--- src/rtl/instr_cache_ctrl.sv ---
// instr_cache_ctrl
// Miss-handling sequencer for the direct-mapped instruction cache core.
// Hits are answered combinationally from the core's hit signal. A miss
// fetches the whole block from memory as a burst of word beats, packs the
// beats MSW-first into a block register and writes the block into the core
// with a single bwrite pulse, then replays the fetch so it hits.
module instr_cache_ctrl #(
    parameter int dsize  = 32,
    parameter int asize  = 32,
    parameter int bbits  = 5,
    parameter int bsize  = 8 << bbits,
    parameter int nbeats = bsize / dsize
) (
    input  logic             CLK,
    input  logic             RESET,
    input  logic             SYS,
    input  logic             cpu_req,
    input  logic [asize-1:0] cpu_addr,
    output logic             cpu_ready,
    output logic             cpu_stall,
    input  logic             core_hit,
    output logic [asize-1:0] core_addr,
    output logic             core_bread,
    output logic             core_bwrite,
    output logic [bsize-1:0] core_block,
    output logic             mem_req,
    output logic [asize-1:0] mem_addr,
    input  logic             mem_valid,
    input  logic [dsize-1:0] mem_data,
    output logic [15:0]      miss_cnt
);

    localparam int cnt_w = (nbeats > 1) ? $clog2(nbeats) : 1;
    localparam logic [cnt_w-1:0] last_beat_c = cnt_w'(nbeats - 1);

    typedef enum logic [1:0] {
        IDLE  = 2'd0,
        FILL  = 2'd1,
        WRITE = 2'd2,
        RETRY = 2'd3
    } state_t;

    state_t                         state_r;
    state_t                         state_nxt_s;
    logic [asize-1:0]               miss_addr_r;
    logic [asize-1:0]               line_addr_s;
    logic [nbeats-1:0][dsize-1:0]   words_r;
    logic [cnt_w-1:0]               beat_cnt_r;
    logic [cnt_w-1:0]               word_idx_s;
    logic                           abort_r;
    logic [15:0]                    miss_cnt_r;
    logic                           cpu_stall_r;
    logic                           mem_req_r;
    logic                           start_miss_s;
    logic                           beat_take_s;
    logic                           abort_set_s;

    // Block-aligned form of the fetch address; low offset bits forced to zero.
    assign line_addr_s = {cpu_addr[asize-1:bbits], {bbits{1'b0}}};

    // Beat k is stored in the word slot counted down from the MSW, so beat 0
    // (offset 0) ends up in the most significant bits of the block.
    assign word_idx_s = last_beat_c - beat_cnt_r;

    assign cpu_stall  = cpu_stall_r;
    assign mem_req    = mem_req_r;
    assign mem_addr   = miss_addr_r;
    assign core_block = words_r;
    assign miss_cnt   = miss_cnt_r;

    // Next-state and combinational outputs; IDLE and RETRY share hit/miss logic.
    always_comb begin
        state_nxt_s  = state_r;
        cpu_ready    = 1'b0;
        core_bread   = 1'b0;
        core_bwrite  = 1'b0;
        core_addr    = cpu_addr;
        start_miss_s = 1'b0;
        beat_take_s  = 1'b0;
        abort_set_s  = 1'b0;
        case (state_r)
            IDLE, RETRY: begin
                core_bread = cpu_req;
                if (cpu_req && !SYS) begin
                    if (core_hit) begin
                        cpu_ready   = 1'b1;
                        state_nxt_s = IDLE;
                    end else begin
                        start_miss_s = 1'b1;
                        state_nxt_s  = FILL;
                    end
                end else begin
                    // No request, or the core is flushing: neither hit nor miss.
                    state_nxt_s = IDLE;
                end
            end
            FILL: begin
                core_addr   = miss_addr_r;
                // A flush mid-burst cannot stop the bus; remember it instead.
                abort_set_s = SYS;
                if (mem_valid) begin
                    beat_take_s = 1'b1;
                    if (beat_cnt_r == last_beat_c) begin
                        state_nxt_s = WRITE;
                    end else begin
                        state_nxt_s = FILL;
                    end
                end else begin
                    state_nxt_s = FILL;
                end
            end
            WRITE: begin
                core_addr = miss_addr_r;
                // A flush seen during the fill or right now wins over the write.
                if (!abort_r && !SYS) begin
                    core_bwrite = 1'b1;
                end else begin
                    core_bwrite = 1'b0;
                end
                state_nxt_s = RETRY;
            end
            default: begin
                state_nxt_s = IDLE;
            end
        endcase
    end

    // State register.
    always_ff @(posedge CLK) begin
        if (!RESET) begin
            state_r <= IDLE;
        end else begin
            state_r <= state_nxt_s;
        end
    end

    // Registered stall and burst request, derived from the state being entered.
    always_ff @(posedge CLK) begin
        if (!RESET) begin
            cpu_stall_r <= 1'b0;
            mem_req_r   <= 1'b0;
        end else begin
            cpu_stall_r <= (state_nxt_s == FILL) || (state_nxt_s == WRITE);
            mem_req_r   <= (state_nxt_s == FILL);
        end
    end

    // Latch the block-aligned miss address when a miss starts.
    always_ff @(posedge CLK) begin
        if (!RESET) begin
            miss_addr_r <= {asize{1'b0}};
        end else if (start_miss_s) begin
            miss_addr_r <= line_addr_s;
        end
    end

    // Beat counter: cleared on miss start, advances per accepted beat and
    // wraps back to zero only on the last beat that leads into WRITE.
    always_ff @(posedge CLK) begin
        if (!RESET) begin
            beat_cnt_r <= {cnt_w{1'b0}};
        end else if (start_miss_s) begin
            beat_cnt_r <= {cnt_w{1'b0}};
        end else if (beat_take_s) begin
            beat_cnt_r <= beat_cnt_r + cnt_w'(1);
        end
    end

    // Block assembly register: each accepted beat lands in its word slot.
    always_ff @(posedge CLK) begin
        if (!RESET) begin
            words_r <= {bsize{1'b0}};
        end else if (beat_take_s) begin
            words_r[word_idx_s] <= mem_data;
        end
    end

    // Abort flag: set by a flush during the fill, cleared by the next miss.
    always_ff @(posedge CLK) begin
        if (!RESET) begin
            abort_r <= 1'b0;
        end else if (start_miss_s) begin
            abort_r <= 1'b0;
        end else if (abort_set_s) begin
            abort_r <= 1'b1;
        end
    end

    // Miss counter, free-running modulo 2^16.
    always_ff @(posedge CLK) begin
        if (!RESET) begin
            miss_cnt_r <= 16'd0;
        end else if (start_miss_s) begin
            miss_cnt_r <= miss_cnt_r + 16'd1;
        end
    end

endmodule

--- config.mk ---
export PLATFORM = sky130hd
export DESIGN_NAME = instr_cache_ctrl
export DESIGN_NICKNAME = d
export VERILOG_FILES = /design/src/rtl/instr_cache_ctrl.sv
export SDC_FILE = /design/constraint.sdc
export NUM_CORES = 1
export LEC_CHECK = 0
export BUFFER_PORTS_ARGS = -buffer_cell sky130_fd_sc_hd__buf_4
export CORE_AREA = 3 3 155 195
export DETAILED_ROUTE_END_ITERATION = 16
export DIE_AREA = 0 0 158 198
export PLACE_DENSITY = 0.69
export SLEW_MARGIN = 20
export SYNTH_ARGS = -nofsm -noshare
export SYNTH_HDL_FRONTEND = slang
export SYNTH_SLANG_ARGS = --single-unit
--- constraint.sdc ---
create_clock -name CLK -period 2.1 [get_ports CLK]
set_clock_uncertainty 0.05 [all_clocks]
set_input_delay 0.105 -clock CLK [delete_from_list [all_inputs] [get_ports CLK]]
set_output_delay 0.105 -clock CLK [all_outputs]
set_load 0.01 [all_outputs]
Word-level counts from Yosys, hierarchy flattened
Index checks and enable logic that the tools add are counted.
{ "classes": {"mux": 21, "n_eq_ne": 6, "magnitude_cmp": 2, "n_addsub": 3, "n_reduce_logical": 10, "bitwise": 1} }
{ "op_table": {"columns": ["cell", "n"], "rows": [
  ["$bwmux 256", 1],
  ["$demux 32 s3", 1],
  ["$mux 32", 2],
  ["$add 16x1->16 const B", 1],
  ["$mux 1", 13],
  ["$eq 2x2->1 const B", 3],
  ["$mux 2", 3],
  ["$pmux 2 s3", 1],
  ["$reduce_or 2->1", 3],
  ["$eq 2x1->1 const B", 2],
  ["$lt 3x4->1 const B", 1],
  ["$add 3x1->3 const B", 1],
  ["$eq 3x3->1 const B", 1],
  ["$ge 3x1->1 const B", 1],
  ["$logic_and 1x1->1", 3],
  ["$sub 3x3->3 const A", 1],
  ["$logic_not 1->1", 2],
  ["$logic_not 2->1", 1],
  ["$logic_or 1x1->1", 1],
  ["$not 1->1", 1]
]} }
{ "word_totals": {"inputBits": 70, "regBits": 307, "output_inout_bits": 341, "elab_cells": 58} }

Longest topological paths before layout
Gate-level depths: netlist of the first run.
{ "logic_depth": {"depth_word": 6, "mapped_depth": 9, "mapped_depth_nobuf": 7} }

Worst setup path before layout of the first run
OpenSTA, ideal clock, no wires.
{ "synth_path": {"path_type": "register to register", "start": "reg state_r[0]", "end": "reg cpu_stall_r (netlist: cpu_stall)", "slack_ns": 0.122, "t_arrival_ns": 1.802, "stages_incl_launch_ff": 10, "required_ns": 1.924, "n_path_buf": 3, "setup_ns": 0.126, "period_less_slack_ns": 1.978, "cell_sequence": "dfxtp_1 -> inv_1 -> ha_1 -> buf_4 -> nand4bb_1 -> clkbuf_1 -> buf_2 -> o21ai_0 -> ha_1 -> nor2_1"} }
{ "synth_between": {"elab_chain_len": 5} }
{ "synth_rtl": {"columns": ["element", "line_no", "text"], "rows": [
  ["start, declared", "43", "state_t state_r;"],
  ["start signal, assigned", "133", "state_r <= state_nxt_s;"],
  ["$eq 2x2->1 or $logic_not 2->1 (tied branches)", "81", "case (state_r)"],
  ["$reduce_or 2->1", "81", null],
  ["$pmux 2 s3 *", "81", null],
  ["$eq 2x1->1 or $eq 2x2->1 (tied branches)", "143", "cpu_stall_r <= (state_nxt_s == FILL) || (state_nxt_s == WRITE);"],
  ["$logic_or 1x1->1 *", "143", null],
  ["end signal, assigned", "143", null],
  ["end, declared", "52", "logic cpu_stall_r;"]
]} }
Every way passes the cells marked *; elsewhere a longest branch is shown, timed or not.
A chain may end at the register's enable or synchronous reset.

Worst setup path after layout of the first run
{ "layout_path": {"start": "reg state_r[0]", "end": "out cpu_ready"} }
{ "layout_between": {"elab_chain_len": 3} }
{ "layout_rtl": {"columns": ["element", "line_no", "text"], "rows": [
  ["$eq 2x2->1 or $logic_not 2->1 (tied branches)", "81", null],
  ["$reduce_or 2->1 *", "81", null],
  ["$mux 1 *", "81", null],
  ["end, declared", "19", "output logic cpu_ready,"]
]} }
Marked as above.

==> results by group, run 1 <==
Run status
  • Status: complete, but fails checks
  • Failing checks: setup timing

Synth
  • Synth area leaders: dfxtp_1, nand2_1, a21oi_1
  • Top-area cell type share of the netlist area: 54.0%
  • Cells after synthesis: 1449
  • Top FF cell, synth: dfxtp_1
  • Number of synthesized flops with an enable pin: 0
  • Async SR Flop Fraction: 0%
  • Sequential area share after synthesis: 54.0%
  • Cell taking the most area after synthesis: dfxtp_1
  • Library cells used by synthesis: 37
  • Synth top cells by count: nand2_1, dfxtp_1, a21oi_1
  • Ys Warns: 0
  • Post-synthesis cell area: 0.0114 mm^2
  • Register bit count reported by yosys: roughly 310
  • Post-Synthesis Mean Instance Area: 7.85 um^2
  • Count leader, synth: nand2_1

Global routing
  • Largest net degree at the start of global routing: 81
  • Vias in the first global route: 11200
  • Total gr overflow: 0
  • Initial antenna violation count: 0
  • GR Util All Layers: 25.5%
  • First-pass GRT wire length: 62500 um

Floorplan
  • Die area: 0.0313 mm^2
  • Die X: 158 um
  • Row count: 69
  • Starting density of the core: 40.0%
  • I/O pins: 411
  • Die Height: ~200 um
  • Core outline area: roughly 0.028 mm^2

STA
  • Slew HR: 65.3%
  • Final WS setup: -0.0113 ns
  • Slew of the pin with the lowest slew margin: 0.520 ns
  • RSZ-0062 raised after global routing: true
  • Final Hold Vio Count: 0
  • Final Slew Violations: 0
  • Crit share post-route: 101%
  • Max Clk Rate: between 400 and 500 MHz
  • Final setup fails: 6
  • Min Clock Period, post-route: 2.11 ns

Power
  • Sw frac: about 23%
  • Pwr Total: between 10 and 15 mW
  • Leakage: 6.79 nW
  • Power share of the clock group: 45.8%
  • P_int: 9.53 mW
  • Switching pwr: 2.77 mW
  • P per Cell Area: approximately 730 mW/mm^2
  • Seq pwr share: 47.8%
  • Logic pwr share: 6.4%
  • Worst vdd ir: roughly 0.49 mV

Setup path
  • Largest stage delay, worst path: 0.34 ns
  • Worst R2R Start: state_r[0]
  • Crit path max-delay cell type: dfxtp_2
  • Worst Reg-to-Reg Cells: 7
  • Delay-heaviest family, CP: buffers and inverters
  • Crit-path cells: inv_2, ha_4, buf_12, clkbuf_16, and2_4, and3b_1, buf_4
  • Arr. time, crit path: 1.96 ns
  • Crit. End Element: primary output
  • Critical Path Fanout Max: 6
  • CP required: 1.95 ns
  • R2R Setup Slk: 0.02 ns
  • Critical path type: flip-flop to primary output
  • Number of buffers and inverters on the critical path: 4
  • Startpoint Class: flip-flop
  • R2r endpoint: miss_cnt[13]

Clocking
  • Worst-Skew Late Latency: 0.56 ns
  • CTS Root Cell: clkbuf_16
  • CTS tree: done
  • TritonCTS Buffers: 30
  • CTS sink count: 307
  • H-tree depth reported by CTS: 1
  • Clock tree buffer depth: 3
  • Reg clk slew, reported paths: 0.07 ns

Finish
  • Diode count: 0
  • Fillers: 2470
  • Fin area: 0.0167 mm^2
  • Layout cells sized above 1: 29.8%
  • Area growth syn-to-layout: 47.3%
  • FF+latch area: 0.00615 mm^2
  • Final nets: 1936
  • Multi-input gate area: 0.00484 mm^2

Worst hold path
  • Min-delay worst type: input pin to flip-flop
  • Hold depth: 4
  • Hold path start: core_hit
  • Hold Path End: mem_addr[30]

Drt
  • Final wirelength: about 42000 um
  • DR DRC count: 0
  • Avg WL per Cell: 18.9 um
  • Antenna-violating nets left: 0
  • Via count: 11400
  • DRT iter0 DRCs: about 710
  • DR vias/cell: between 5 and 6
  • Detailed Routing Iterations Pass 1: 5

Place
  • Dpl hpwl: between 20000 and 30000 um
  • Gpl congestion: 0.833
  • # port buffers: 405
  • DP Area: 0.0147 mm^2

Flow run
  • Max capacitance violation total: 0
==> tightest hold or removal path: cells and delay by family <==
| family | cells | cell delay [ns] |
|---|---|---|
| simple gates | 2 | 0.34 |
| buf+inv | 1 | 0.09 |
| compound gates | 1 | 0.05 |
==> per-layer routing <==
| layer | up-vias | wire [um] | track usage (%) |
|---|---|---|---|
| li1 | 5462 | - | - |
| met1 | 5324 | 15300 | 28.1 |
| met2 | 491 | 21200 | 45.6 |
| met3 | 110 | 3650 | 6.58 |
| met4 | 0 | 2210 | 11.9 |
| met5 | - | 0 | 0 |
==> layout make-up <==
type                    instances  share of cell area [%]
multi-input cells            1002                    28.9
repair buffers                515                    25.3
inverters                       4                   0.134
clock buffers                  40                    5.24
flip-flops and latches        307                    36.7
well taps                     355                    2.65
clock inverters                15                    1.03
==> power groups by stage <==
stage	sequential [mW]	combinational (mW)	clock, mW
after floorplan	6.01	0.296	0
after global placement	6.01	0.620	0
after detailed placement	6.01	0.623	0
after CTS	5.88	0.748	5.74
after global routing	5.88	0.835	5.97
final	5.88	0.789	5.63
==> through the flow <==
stage                     TNS [ns]  hold slack (ns)  cells  setup WS [ns]  util (%)
after floorplan                  0            0.191   1453          0.122         -
after global placement           0            0.313   2115          0.139      51.9
after detailed placement         0            0.320   2115         0.0791      51.9
after CTS                   -0.981          0.00645   2238        -0.0659      58.5
after global routing        -0.799           0.0254   2238        -0.0773      59.0
final                      -0.0283           0.0333   2238        -0.0113      59.0
==> sequential cells by signal, indices dropped and copies added, names as in the netlist <==
register and cells:
beat_cnt_r 3, mem_req 1, mem_addr 27, abort_r 1, cpu_stall 1, miss_cnt 16
state_r 2, core_block 256
==> how the worst max path moves through the flow <==
stage | from | end | slack (ns) | cells after the start
after floorplan | state_r[0] | cpu_stall | 0.12 | 9
after global placement | state_r[0] | mem_addr[18] | 0.14 | 7
after detailed placement | state_r[0] | mem_addr[21] | 0.08 | 7
after CTS | state_r[0] | core_addr[19] | -0.07 | 6
after global routing | state_r[0] | miss_cnt[14] | -0.08 | 8
final | state_r[0] | cpu_ready | -0.01 | 7
==> cells in the final DEF, fill, tap and decap left out, types with 3 or more instances in the layout <==
| cell type | Yosys | layout |
|---|---|---|
| buf_6 | 0 | 15 |
| or3_1 | 6 | 4 |
| ha_1 | 6 | 5 |
| clkbuf_8 | 0 | 9 |
| mux2i_1 | 3 | 3 |
| clkinvlp_4 | 0 | 3 |
| nor3_4 | 0 | 3 |
| nand4_1 | 3 | 3 |
| xor2_1 | 3 | 3 |
| dfxtp_1 | 307 | 306 |
| a21oi_1 | 290 | 290 |
| dlygate4sd3_1 | 0 | 62 |
| bufinv_16 | 0 | 3 |
| nand3_1 | 8 | 8 |
| conb_1 | 1 | 5 |
| nor2_4 | 0 | 3 |
| nand2b_1 | 5 | 5 |
| buf_12 | 0 | 10 |
| and2_1 | 8 | 6 |
| nor2_1 | 20 | 17 |
| clkinv_2 | 0 | 7 |
| buf_4 | 6 | 426 |
| xnor2_1 | 8 | 8 |
| or2_4 | 0 | 3 |
| clkbuf_16 | 0 | 31 |
| nand2_1 | 582 | 582 |
| mux2_4 | 0 | 26 |
==> logic make-up after synthesis <==
group           share of synthesized area (%)
fa+ha+maj                               0.660
compound gates                           13.0
buf+inv                                  5.45
other cells                            0.0330
xor+xnor                                0.847
simple gates                             23.1
flops                                    54.0
mux                                      2.94
==> timing repair <==
action / in CTS / in global routing
gates resized for setup: 22 / 39
buffers inserted: 4 / 0
pin swaps: 2 / 2
hold buffers: 62 / 0
cloned: 2 / 1
setup endpoints to repair: 34 / 39
hold endpoints to repair: 293 / 0
Power figures use the tool's default switching activity.
==> inputs of run 2 (changes only) <==
--- a/config.mk
+++ b/config.mk
@@ -5,10 +5,12 @@
 export SDC_FILE = /design/constraint.sdc
 export NUM_CORES = 1
 export LEC_CHECK = 0
+export ABC_AREA = 1
 export BUFFER_PORTS_ARGS = -buffer_cell sky130_fd_sc_hd__buf_4
-export CORE_AREA = 3 3 155 195
+export CORE_AREA = 3 3 156 196
 export DETAILED_ROUTE_END_ITERATION = 16
-export DIE_AREA = 0 0 158 198
+export DIE_AREA = 0 0 159 199
+export HOLD_SLACK_MARGIN = 0.08
 export PLACE_DENSITY = 0.69
 export SLEW_MARGIN = 20
 export SYNTH_ARGS = -nofsm -noshare
==> results by group, run 2 <==
STA
  • Slew HR: 55.6% (-9.8 points)
  • Max Clk Rate: 496 MHz (+4.8%)
  • Setup TNS: 0 ns (+0.0283 ns)
  • Final setup fails: 0 (-6)
  • Crit share post-route: 96.0% (-4.6 points)
  • Min Clock Period, post-route: 2.02 ns (-0.0958 ns)
  • RSZ-0062 raised after global routing: false
  • Final Hold Vio Count: 0 (unchanged)
  • Final Slew Violations: 0 (unchanged)
  • Slew of the pin with the lowest slew margin: 0.666 ns (+0.146 ns)

Floorplan
  • Starting density of the core: 39.7% (-0.36 points)
  • Die Height: 199 um (+0.51%)
  • Die X: 159 um (+0.63%)
  • Row count: 70 (+1.4%)
  • Core outline area: 0.0291 mm^2 (+2.4%)
  • Die area: 0.0316 mm^2 (+1.1%)
  • I/O pins: 411 (unchanged)

Global routing
  • Met3 Use GR: 5.89% (-0.69 points)
  • Global-route met1 utilization: 29.6% (+1.5 points)
  • Busiest grt layer: met2
  • Vias in the first global route: 11300 (+0.84%)
  • Initial antenna violation count: 0 (unchanged)
  • Total gr overflow: 0 (unchanged)
  • GR Util All Layers: 25.5% (about the same)
  • First-pass GRT wire length: 64900 um (+3.9%)
  • Grt met2 use: 44.4% (-1.1 points)
  • Largest net degree at the start of global routing: 83 (+2.5%)

Power
  • P per Cell Area: 733 mW/mm^2 (-0.14%)
  • Leakage: 8.21 nW (+21%)
  • Pwr Total: 12.2 mW (-1.2%)
  • Worst vdd ir: 0.529 mV (+8.4%)

Setup path
  • Crit. End Element: primary output
  • Crit path max-delay cell type: dfxtp_2
  • CP dominant cell by count: nand2_1
  • Crit-path cells: inv_1, ha_4, buf_12, inv_6, buf_16, nand2_1, nand2_1, buf_4
  • Critical path type: flip-flop to primary output
  • Arr. time, crit path: 1.86 ns (-0.10 ns)
  • Largest stage delay, worst path: 0.34 ns (about the same)
  • Startpoint Class: flip-flop
  • Critical Path Fanout Max: 13 (+7)
  • Number of buffers and inverters on the critical path: 5 (+1)
  • CP required: 1.95 ns (about the same)
  • Delay-heaviest family, CP: buffers and inverters

Drt
  • Antenna-violating nets left: 0 (unchanged)
  • Detailed Routing Iterations Pass 1: 6 (+1)
  • Avg WL per Cell: 17.9 um (-5.3%)
  • Via count: 11700 (+2.7%)
  • DRT iter0 DRCs: 818 (+15%)
  • DR DRC count: 0 (unchanged)
  • Final wirelength: 42700 um (+0.91%)
  • DR vias/cell: 4.91 (-3.5%)

Clocking
  • CTS sink count: 307 (unchanged)
  • TritonCTS Buffers: 30 (unchanged)
  • Clock tree buffer depth: 3 (unchanged)
  • CTS Root Cell: clkbuf_16
  • Reg clk slew, reported paths: 0.06 ns (about the same)
  • Worst-Skew Late Latency: 0.55 ns (about the same)
  • CTS tree: done
  • H-tree depth reported by CTS: 1 (unchanged)

Finish
  • Util after Layout: 57.0% (-2.0 points)
  • Commonest non-fill, non-tap cell in the layout: nor2_1
  • Max reg flops: 256 (unchanged)
  • Fillers: 2691 (+8.9%)
  • Most frequent cells in the layout: nor2_1, buf_4, dfxtp_1
  • Final nets: 2040 (+5.4%)
  • Diode count: 0 (unchanged)
  • Layout cells sized above 1: 26.2% (-3.6 points)
  • Area growth syn-to-layout: 43.7%

Place
  • # port buffers: 405 (unchanged)
  • Gpl congestion: 0.885 (+6.2%)
  • Dpl hpwl: 28700 um (+2.2%)

Synth
  • Synth top cells by count: nor2_1, dfxtp_1, o21ai_0
  • Ys Warns: 0 (unchanged)
  • Sequential area share after synthesis: 53.3% (-0.77 points)
  • Post-Synthesis Mean Instance Area: 7.42 um^2 (-5.5%)
  • Top FF cell, synth: dfxtp_1
  • Cells after synthesis: 1556 (+7.4%)
  • Async SR Flop Fraction: 0% (unchanged)
  • Top-area cell type share of the netlist area: 53.3% (-0.77 points)
  • Number of synthesized flops with an enable pin: 0 (unchanged)
  • Count leader, synth: nor2_1
  • Post-synthesis cell area: 0.0115 mm^2 (+1.5%)
  • Library cells used by synthesis: 26 (-30%)
  • Synth area leaders: dfxtp_1, nor2_1, o21ai_0
  • Register bit count reported by yosys: 307 (unchanged)
  • Cell taking the most area after synthesis: dfxtp_1

Flow run
  • Max capacitance violation total: 0 (unchanged)

Run status
  • Status: finished clean

Worst hold path
  • Min-delay worst type: input pin to flip-flop
-- run 2: layout make-up --
cell class / instances / area (um^2) / area share (%)
multi-input cells: 1080 / 4630 / 27.9
clock inverters: 17 / 159 / 0.958
well taps: 396 / 495 / 2.99
inverters: 41 / 163 / 0.981
clock buffers: 39 / 856 / 5.16
repair buffers: 504 / 4130 / 24.9
flip-flops and latches: 307 / 6150 / 37.1
-- run 2: worst register-to-register path: cells and delay by family, from the launching register on --
kind / cells / cell delay, ns
adder cells (fa/ha/maj): 1 / 0.22
buffers and inverters: 4 / 0.79
flip-flops: 1 / 0.38
AND/OR/NAND/NOR: 5 / 0.43
-- run 2: final timing paths --
path | startpoint | to | slack, ns | cells after the start
hold / removal | cpu_addr[23] | mem_addr[23] | 0.29 | 4
setup / recovery | state_r[0] | core_addr[17] | 0.08 | 8
hold reg to reg | core_block[84] | core_block[84] | 0.44 | 2
setup reg to reg | state_r[1] | core_block[117] | 0.16 | 10
-- run 2: through the flow --
stage / setup slack, ns / std cells / hold slack (ns) / instance area [um^2]
after floorplan: 0.374 / 1560 / 0.190 / 11600
final: 0.0846 / 2384 / 0.288 / 16600
after global placement: 0.158 / 2259 / 0.292 / 14800
after detailed placement: 0.117 / 2259 / 0.296 / 14800
after CTS: 0.0205 / 2383 / 0.260 / 16500
after global routing: 0.0115 / 2384 / 0.273 / 16600
-- run 2: kinds of logic (layout without fill, tap and decap cells) --
family | after synthesis | in the layout | share of synthesized area, %
flops | 307 | 307 | 53.3
fa+ha+maj | 6 | 6 | 0.651
compound gates | 299 | 299 | 13.0
xor+xnor | 2 | 2 | 0.152
other cells | 1 | 5 | 0.0325
buf+inv | 173 | 601 | 6.91
simple gates | 768 | 768 | 26.0
-- run 2: what timing repair did --
action / in CTS / in global routing
hold buffers: 65 / 0
endpoints found under the hold margin: 301 / 0
setup endpoints to repair: 31 / 5
buffers inserted: 1 / 0
gates resized for setup: 14 / 4
gates cloned: 2 / 1
-- run 2: report_power, final --
part | internal [mW] | total, mW | switching, mW
sequential | 5.87 | 5.90 | 0.0350
clock | 3.13 | 5.47 | 2.34
combinational | 0.349 | 0.790 | 0.441
-- run 2: layer usage --
layer  routed length (um)  vias to the layer above
met4                 2340                        0
li1                     -                     5699
met2                20400                      549
met3                 3440                      118
met1                16500                     5334
met5                    0                        -
==> inputs of run 3 (changes only) <==
--- a/config.mk
+++ b/config.mk
@@ -5,11 +5,10 @@
 export SDC_FILE = /design/constraint.sdc
 export NUM_CORES = 1
 export LEC_CHECK = 0
-export ABC_AREA = 1
 export BUFFER_PORTS_ARGS = -buffer_cell sky130_fd_sc_hd__buf_4
-export CORE_AREA = 3 3 156 196
+export CORE_AREA = 3 3 155 195
 export DETAILED_ROUTE_END_ITERATION = 16
-export DIE_AREA = 0 0 159 199
+export DIE_AREA = 0 0 158 198
 export HOLD_SLACK_MARGIN = 0.08
 export PLACE_DENSITY = 0.69
 export SLEW_MARGIN = 20
==> results by group, run 3 (same netlist as run 1, synthesis figures left out) <==
Drt
  • DR vias/cell: 5.10 (+3.8%)
  • Via count: 11400 (-2.4%)
  • Avg WL per Cell: 19.0 um (+5.8%)
  • Detailed Routing Iterations Pass 1: 7 (+1)
  • Final wirelength: 42500 um (-0.54%)
  • DRT iter0 DRCs: 662 (-19%)
  • DR DRC count: 0 (unchanged)
  • Antenna-violating nets left: 0 (unchanged)

STA
  • Hold_ws: 0.301 ns (+0.0128 ns)
  • Min Clock Period, post-route: 2.11 ns (+0.0898 ns)
  • Max Clk Rate: 475 MHz (-4.3%)
  • RSZ-0062 raised after global routing: true
  • Final WS setup: -0.00522 ns (-0.0898 ns)
  • Slew of the pin with the lowest slew margin: 0.520 ns (-0.146 ns)
  • Final Slew Violations: 0 (unchanged)
  • Final setup fails: 6 (+6)
  • Slew HR: 65.4% (+9.8 points)
  • Crit share post-route: 100% (+4.3 points)
  • Final Hold Vio Count: 0 (unchanged)

Global routing
  • Initial antenna violation count: 0 (unchanged)
  • Largest net degree at the start of global routing: 81 (-2.4%)
  • Vias in the first global route: 11200 (-0.51%)
  • First-pass GRT wire length: 62700 um (-3.5%)
  • GR Util All Layers: 25.6% (+0.078 points)
  • Total gr overflow: 0 (unchanged)

Clocking
  • TritonCTS Buffers: 30 (unchanged)
  • CTS tree: done
  • Reg clk slew, reported paths: 0.07 ns (about the same)
  • CTS sink count: 307 (unchanged)
  • Worst-Skew Late Latency: 0.56 ns (about the same)
  • Clock tree buffer depth: 3 (unchanged)
  • H-tree depth reported by CTS: 1 (unchanged)
  • CTS Root Cell: clkbuf_16

Floorplan
  • Row count: 69 (-1.4%)
  • I/O pins: 411 (unchanged)
  • Die X: 158 um (-0.63%)
  • Die Height: 198 um (-0.50%)
  • Core outline area: 0.0284 mm^2 (-2.3%)
  • Starting density of the core: 40.0% (+0.36 points)
  • Die area: 0.0313 mm^2 (-1.1%)

Power
  • Switching pwr: 2.78 mW (-1.2%)
  • Logic pwr share: 6.5% (about the same)
  • P per Cell Area: 734 mW/mm^2 (about the same)
  • Power share of the clock group: 45.8% (+0.8 points)
  • P_int: 9.53 mW (+2.0%)
  • Worst vdd ir: 0.495 mV (-6.5%)
  • Seq pwr share: 47.7% (-0.8 points)
  • Leakage: 6.81 nW (-17%)
  • Sw frac: 22.6% (-0.56 points)
  • Pwr Total: 12.3 mW (+1.3%)

Setup path
  • CP required: 1.95 ns (about the same)
  • Largest stage delay, worst path: 0.34 ns (about the same)
  • Crit. End Element: primary output
  • R2R Setup Slk: 0.02 ns (-0.14 ns)
  • Crit path max-delay cell type: dfxtp_2
  • Worst Reg-to-Reg Cells: 7 (-3)
  • Number of buffers and inverters on the critical path: 4 (-1)
  • Critical path destination: core_addr[12]
  • Worst R2R Start: state_r[0]
  • Critical path type: flip-flop to primary output
  • Critical path depth: 6 (-2)
  • Critical Path Fanout Max: 6 (-7)
  • Crit path from: state_r[0]
  • R2r endpoint: miss_cnt[13]
  • Delay-heaviest family, CP: buffers and inverters
  • Arr. time, crit path: 1.95 ns (+0.09 ns)
  • Startpoint Class: flip-flop
  • Crit-path cells: inv_2, ha_4, buf_12, buf_16, mux2_4, buf_6

Run status
  • Failing checks: setup timing
  • Status: complete, but fails checks

Place
  • Gpl congestion: 0.833 (-5.8%)
  • Dpl hpwl: 28100 um (-2.2%)
  • # port buffers: 405 (unchanged)

Finish
  • Area growth syn-to-layout: 47.5%
  • Most frequent cells in the layout: nand2_1, buf_4, dfxtp_1
  • Commonest non-fill, non-tap cell in the layout: nand2_1
  • Diode count: 0 (unchanged)
  • FF+latch area: 0.00615 mm^2 (unchanged)
  • Multi-input gate area: 0.00484 mm^2 (+4.7%)
  • Fillers: 2471 (-8.2%)
  • Final nets: 1939 (-5.0%)
  • Max reg flops: 256 (unchanged)
  • Layout cells sized above 1: 29.8% (+3.6 points)

Flow run
  • Max capacitance violation total: 0 (unchanged)

Worst hold path
  • Min-delay worst type: input pin to flip-flop
run 3: repair_timing:
| action | CTS | global route |
|---|---|---|
| hold buffers | 64 | 0 |
| setup buffers | 4 | 1 |
| resized for setup | 22 | 40 |
| pin swaps | 2 | 3 |
| cloned | 2 | 1 |
| hold endpoints to repair | 300 | 0 |
| setup endpoints to repair | 34 | 41 |
run 3: final cells by class:
cell class	count	share of cell area [%]
Tap cell	355	2.65
Timing Repair Buffer	518	25.5
Sequential cell	307	36.6
Multi-Input combinational cell	1002	28.9
Clock inverter	15	1.03
Inverter	4	0.134
Clock buffer	40	5.23
run 3: worst min path at each step:
stage                     cells past startpoint      endpoint  slack [ns]         start
after global routing                          4  mem_addr[18]        0.29  cpu_addr[18]
after detailed placement                      3  mem_addr[16]        0.32  cpu_addr[16]
after floorplan                               2  mem_addr[10]        0.19  cpu_addr[10]
after CTS                                     4  mem_addr[18]        0.27  cpu_addr[18]
after global placement                        3  mem_addr[25]        0.31  cpu_addr[25]
final                                         4  mem_addr[18]        0.30  cpu_addr[18]
run 3: stage by stage:
stage	setup WS (ns)	instances	setup TNS (ns)	util (%)	instance area [um^2]
after floorplan	0.122	1453	0	-	11400
after global placement	0.139	2115	0	51.9	14700
after detailed placement	0.0791	2115	0	51.9	14700
after CTS	-0.0659	2240	-0.981	58.5	16600
after global routing	-0.0535	2241	-0.681	59.1	16800
final	-0.00522	2241	-0.0155	59.1	16800
run 3: power groups by stage:
stage | combinational (mW) | clock (mW) | sequential [mW]
global placement | 0.620 | 0 | 6.01
global route | 0.841 | 5.98 | 5.88
finish | 0.795 | 5.64 | 5.88
CTS | 0.751 | 5.74 | 5.88
detailed placement | 0.623 | 0 | 6.01
floorplan | 0.296 | 0 | 6.01
run 3: layer usage:
metal  part of all wire [%]  track usage (%)  vias up  wire length (um)
met5                      0                0        -                 0
met4                    5.5             11.7        0              2330
met3                    8.6             6.56      120              3660
met2                     50             45.8      510             21100
met1                     36             28.2     5323             15300
li1                       -                -     5467                 -
run 3: tightest hold or removal path, cell delays in order:
cell,delay (ns)
dlygate4sd3_1,0.53
buf_4,0.11
nand2_1,0.04
a21oi_1,0.10
